`config.mk`:
```
export PLATFORM = sky130hd
export DESIGN_NAME = mul_acc
export DESIGN_NICKNAME = d
export VERILOG_FILES = /design/src/rtl/mul_acc.sv
export SDC_FILE = /design/constraint.sdc
export NUM_CORES = 1
export LEC_CHECK = 0
export BUFFER_PORTS_ARGS = -buffer_cell sky130_fd_sc_hd__clkbuf_2
export CORE_MARGIN = 4
export CORE_UTILIZATION = 50
export CTS_CLUSTER_SIZE = 24
export DETAILED_ROUTE_END_ITERATION = 6
export GPL_TIMING_DRIVEN = 0
export HOLD_SLACK_MARGIN = 0.06
export PLACE_DENSITY_LB_ADDON = 0.08
export SLEW_MARGIN = 20
export SYNTH_ARGS = -nofsm -noshare
export SYNTH_HDL_FRONTEND = slang
export SYNTH_SLANG_ARGS = --single-unit
export TNS_END_PERCENT = 100
```
`constraint.sdc`:
```
create_clock -name clk -period 2.1 [get_ports clk]
set_input_delay 0.42 -clock clk [delete_from_list [all_inputs] [get_ports clk]]
set_output_delay 0.42 -clock clk [all_outputs]
set_load 0.005 [all_outputs]
```
`src/rtl/mul_acc.sv`:
```
// -----------------------------------------------------------------------------
// mul_acc -- signed fixed-point product accumulator (neuron pre-activation)
//
// Sums a programmed number of product strobes from the upstream multiplier
// onto a bias term. The sum is kept in a wide accumulator and saturated to
// WIDTH bits once at the end. Bias, products and result all use the same Qm.n
// format, so no alignment shift is applied. FBITS only documents that format.
//
// Optional build macro:
//   MUL_ACC_RELU_EN  when defined, a negative saturated result is replaced by 0.
//                    ovf and valid are computed before the ReLU and do not
//                    change.
//
// Ports:
//   clk        in   clock
//   rst        in   asynchronous, active-high reset
//   start      in   begin accumulation (sampled only in IDLE)
//   len        in   number of products, 0..NMAX (larger values clamp to NMAX)
//   bias       in   signed initial accumulator value
//   prod_done  in   one-cycle product strobe from the multiplier
//   prod_val   in   signed product, qualified by prod_done
//   prod_ovf   in   multiplier overflow flag, qualified by prod_done
//   busy       out  accumulation in progress
//   done       out  one-cycle result strobe
//   valid      out  result valid (no saturation and no upstream overflow)
//   ovf        out  saturation or any upstream product overflow
//   val        out  signed saturated result
//
// Handshake: there is no backpressure. start is accepted on any clock edge
// where the FSM is IDLE. Each prod_done edge seen in ACC consumes exactly one
// product. done pulses for one cycle, and valid/ovf/val hold after done until
// the next accepted start or a reset.
// -----------------------------------------------------------------------------
module mul_acc #(
   parameter int WIDTH = 8,
   parameter int FBITS = 4,
   parameter int NMAX  = 16
) (
   input  logic                       clk,
   input  logic                       rst,
   input  logic                       start,
   input  logic [$clog2(NMAX+1)-1:0]  len,
   input  logic [WIDTH-1:0]           bias,
   input  logic                       prod_done,
   input  logic [WIDTH-1:0]           prod_val,
   input  logic                       prod_ovf,
   output logic                       busy,
   output logic                       done,
   output logic                       valid,
   output logic                       ovf,
   output logic [WIDTH-1:0]           val
);

   localparam int LW   = $clog2(NMAX+1);
   // One guard bit beyond the worst-case growth of NMAX+1 terms, so the
   // running sum can never wrap.
   localparam int ACCW = WIDTH + LW + 1;

   localparam logic [1:0] IDLE = 2'd0;
   localparam logic [1:0] ACC  = 2'd1;
   localparam logic [1:0] SAT  = 2'd2;

   localparam logic [LW-1:0]          NMAX_L  = LW'(NMAX);
   localparam logic [LW-1:0]          CNT_ONE = LW'(1);
   localparam logic signed [ACCW-1:0] MAX_V   = ACCW'((64'sd1 <<< (WIDTH-1)) - 64'sd1);
   localparam logic signed [ACCW-1:0] MIN_V   = -MAX_V - ACCW'(1);

   logic [1:0]             state;
   logic signed [ACCW-1:0] acc;
   logic [LW-1:0]          cnt;
   logic                   sticky;

   logic [LW-1:0]          len_eff;
   logic signed [ACCW-1:0] bias_ext;
   logic signed [ACCW-1:0] prod_ext;
   logic [WIDTH-1:0]       sat_val;
   logic [WIDTH-1:0]       out_val;
   logic                   sat;

   assign len_eff  = (len > NMAX_L) ? NMAX_L : len;
   assign bias_ext = {{(ACCW-WIDTH){bias[WIDTH-1]}}, bias};
   assign prod_ext = {{(ACCW-WIDTH){prod_val[WIDTH-1]}}, prod_val};

   // Clamp the wide sum into the WIDTH-bit signed range.
   always_comb begin
      sat_val = acc[WIDTH-1:0];
      sat     = 1'b0;
      if (acc > MAX_V) begin
         sat_val = MAX_V[WIDTH-1:0];
         sat     = 1'b1;
      end else if (acc < MIN_V) begin
         sat_val = MIN_V[WIDTH-1:0];
         sat     = 1'b1;
      end
      out_val = sat_val;
`ifdef MUL_ACC_RELU_EN
      if (sat_val[WIDTH-1]) begin
         out_val = '0;
      end
`else
`endif
   end

   always_ff @(posedge clk or posedge rst) begin
      if (rst) begin
         state  <= IDLE;
         acc    <= '0;
         cnt    <= '0;
         sticky <= 1'b0;
         busy   <= 1'b0;
         done   <= 1'b0;
         valid  <= 1'b0;
         ovf    <= 1'b0;
         val    <= '0;
      end else begin
         done <= 1'b0;
         case (state)
            IDLE: begin
               if (start) begin
                  acc    <= bias_ext;
                  cnt    <= len_eff;
                  sticky <= 1'b0;
                  busy   <= 1'b1;
                  valid  <= 1'b0;
                  ovf    <= 1'b0;
                  state  <= (len_eff == '0) ? SAT : ACC;
               end
            end
            ACC: begin
               if (prod_done) begin
                  acc    <= acc + prod_ext;
                  sticky <= sticky | prod_ovf;
                  cnt    <= cnt - CNT_ONE;
                  if (cnt == CNT_ONE) begin
                     state <= SAT;
                  end
               end
            end
            SAT: begin
               val   <= out_val;
               ovf   <= sat | sticky;
               valid <= ~(sat | sticky);
               done  <= 1'b1;
               busy  <= 1'b0;
               state <= IDLE;
            end
            default: state <= IDLE;
         endcase
      end
   end

endmodule

```
==> results.toml <==
[global_routing]
grt_pass1_vias = 1981
grt_antenna_before_repair = 0
grt_overflow = 0
track_usage_pct = 21.8
grt_max_degree = 35
grt_first_pass_wirelength_um = 9090

[pwr]
p_per_area_nw_per_um2 = 1500
p_sw_uw = 1720
leakage_uw = 0.00124
sw_frac_of_total_pct = 44.5
fin_total_pwr_uw = 3860
ir_drop_mv = 0.735
combPwrFrac_pct = 56.2
seq_power_share_pct = 31.0
power.internal_uw = 2140
clkPwrFrac_pct = 12.9

[sta]
finalClockSkew_ns = 0.00949
period_share_pct = 95.8
timing.slew.headroom_pct = 52.4
slew_violations = 0
fin_ws_ns = 0.0875
max_freq_mhz = 497
period_needed_ns = 2.01
finalHoldViolations = 0
setup_viol = 0
worstMarginPinSlew_ns = 0.713

[cts]
cts_tree = "built"
numCtsBuffers = 5
clockRootBuffer = "clkbuf_8"
cts.sinks = 34
hold_buffers = 0
clockBufferDepth = 2
clkTransAtPathRegs_ns = 0.07
htreeDepth = 2
clk_latency_ns = 0.29

[layout]
diodes = 0
final_util_pct = 63.1
regArea_um2 = 851
layout-drive-gt1-share_pct = 19.8
layout.cells.non_filler = 358
nets = 349
multi_input_area_um2 = 1300
num-fill-cells = 387
final_cell_area_um2 = 2580
syn2layout_area_growth_pct = 18.9

[synthesis]
muxShareOfSynthArea_pct = 0.923
synth-edff-count = 0
synth_compound_area_share_pct = 23.8
yosysWarningCount = 0
yosys.area_share.adder_pct = 9.58
yosysUniqueCellTypes = 44
yosys_most_used_dff = "dfrtp_1"
syn-cell-area_um2 = 2170
yosys.area_share.simple_pct = 21.5
avgSynthCellArea_um2 = 8.31
ys_seq_area_share_pct = 39.2
async_flop_share_pct = 100
synthCells = 261
syn_nets = 303
synth-xor-area-share_pct = 1.62
synth-seq-cells = 34
synth_top_family_by_area = "compound AO/OA/AOI/OAI gates"

[run]
maxCapViolCount = 0

[worst_setup_path]
end_kind = "flip-flop"
arrival_ns = 2.20
cpPeakStageDelay_ns = 0.39
start_kind = "flip-flop"
r2r_cells = 8
crit_type = "reg2reg"
cp.required_ns = 2.29
cp_num_cells = 8
cp_top_family = "compound AO/OA/AOI/OAI gates"
slowest_stage = "dfrtp_1"
crit_buf_inv = 0
worstPathCellList = "ha_2 > fa_2 > a211oi_4 > o21ai_2 > nand2_1 > a31oi_1 > xnor2_1 > o31ai_1"
cp_max_fo = 3

[detailed_routing]
drt_pass1_iterations = 4
vias = 2100
routed_wl_um = 5520
dr.first_iter.drc_count = 136
via_per_inst = 5.87
drt-wirelength-per-cell_um = 15.4
drc = 0
drt.antenna.violating_nets = 0

[placement]
place_hpwl_um = 4060
dp.cells = 348
io_buffers = 37
place.gp.congestion = 0.819
placed_area_um2 = 2420
dp_slack_ns = -0.417

[floorplan]
die-height_um = 73.9
die_area_um2 = 5450
start_util_pct = 53.1
rows = 23
io_pins = 38
die_w_um = 73.9
coreArea_um2 = 4090

[outcome]
status = "finished, final reports clean"

[hold_path]
hp-class = "in2async"
cells in the mapped netlist, drive strengths merged (4+ instances only):
| library cell | number | area [um2] |
|---|---|---|
| nand2 | 35 | 131 |
| dfrtp | 34 | 851 |
| nor2 | 33 | 124 |
| a21oi | 26 | 134 |
| o21ai | 26 | 130 |
| ha | 15 | 188 |
| nand3 | 9 | 45.0 |
| a21o | 8 | 60.1 |
| a31oi | 8 | 50.1 |
| clkbuf | 8 | 30.0 |
| inv | 7 | 26.3 |
| nor3 | 6 | 30.0 |
| a211oi | 4 | 30.0 |
registers in the layout, summed over array words and instances (netlist names):
signal / cells
done: 1
valid: 1
cnt: 5
busy: 1
sticky: 1
state: 2
val: 8
acc: 14
ovf: 1
power by group through the flow:
stage / registers, uW / logic [uW] / clock network (uW)
after floorplan: 1150 / 1530 / 0
after global placement: 1200 / 1980 / 0
after detailed placement: 1210 / 2020 / 0
after CTS: 1200 / 2050 / 502
after global routing: 1240 / 2460 / 544
final: 1200 / 2170 / 498
cell usage in the layout (no fill, tap or decap), types with 3 or more instances in the layout:
cell / netlist / final
clkbuf_8: 0 / 6
inv_1: 7 / 6
dfrtp_1: 34 / 34
nand4_1: 3 / 3
nor2_1: 33 / 33
clkbuf_2: 0 / 37
a21oi_1: 25 / 23
a31oi_1: 8 / 8
a21o_1: 8 / 8
nor3_1: 6 / 6
and3_1: 3 / 3
a211oi_1: 4 / 3
or4_1: 3 / 3
nand2_1: 35 / 35
ha_1: 15 / 12
nand3_1: 9 / 9
o21ai_0: 26 / 23
clkbuf_1: 8 / 9
xnor2_1: 3 / 3
metal layers:
metal / global-route usage [%] / wire (um)
met5: 0 / 0
met1: 28.6 / 2380
met4: 6.64 / 80
met3: 4.10 / 404
met2: 36.3 / 2660
layout make-up:
cell class | count | area share [%]
Multi-Input combinational cell | 210 | 50.4
Inverter | 7 | 1.02
Tap cell | 50 | 2.43
Sequential cell | 34 | 33.0
Timing Repair Buffer | 39 | 7.77
Buffer | 10 | 1.80
Clock buffer | 7 | 3.35
Clock inverter | 1 | 0.194
metrics by stage:
| step | setup TNS, ns | hold WS (ns) |
|---|---|---|
| finish | 0 | 0.232 |
| global route | -0.00649 | 0.282 |
| CTS | -0.0117 | 0.259 |
| detailed placement | -1.35 | 0.470 |
| global placement | -1.11 | 0.461 |
| floorplan | 0 | 0.470 |
worst register-to-register path: stages (launching register included):
cell and delay [ns]:
dfrtp_1 0.39, ha_2 0.19, fa_2 0.39, a211oi_4 0.29, o21ai_2 0.11, nand2_1 0.08
a31oi_1 0.09, xnor2_1 0.16, o31ai_1 0.22
timing repair:
item                                    4_1_cts  5_1_grt
buffers inserted                              0        2
gates resized for setup                       5       10
endpoints found under the setup margin        4        8
pin swaps                                     3        5
final timing paths:
path	to	slack [ns]	startpoint
min reg2reg	val[2]	0.48	val[2]
max	acc[10]	0.09	acc[0]
max reg2reg	acc[10]	0.09	acc[0]
max in group asynchronous	sticky	1.40	rst
min in group clk	sticky	0.35	start
min	val[0]	0.23	rst
cells by family after synthesis:
group                    Yosys count
adder cells (fa/ha/maj)           16
AND/OR/NAND/NOR                  103
flip-flops                        34
AO/OA/AOI/OAI                     85
XOR/XNOR                           4
buffers and inverters             17
multiplexers                       2
Note: power is estimated with default switching activity, not from simulation.
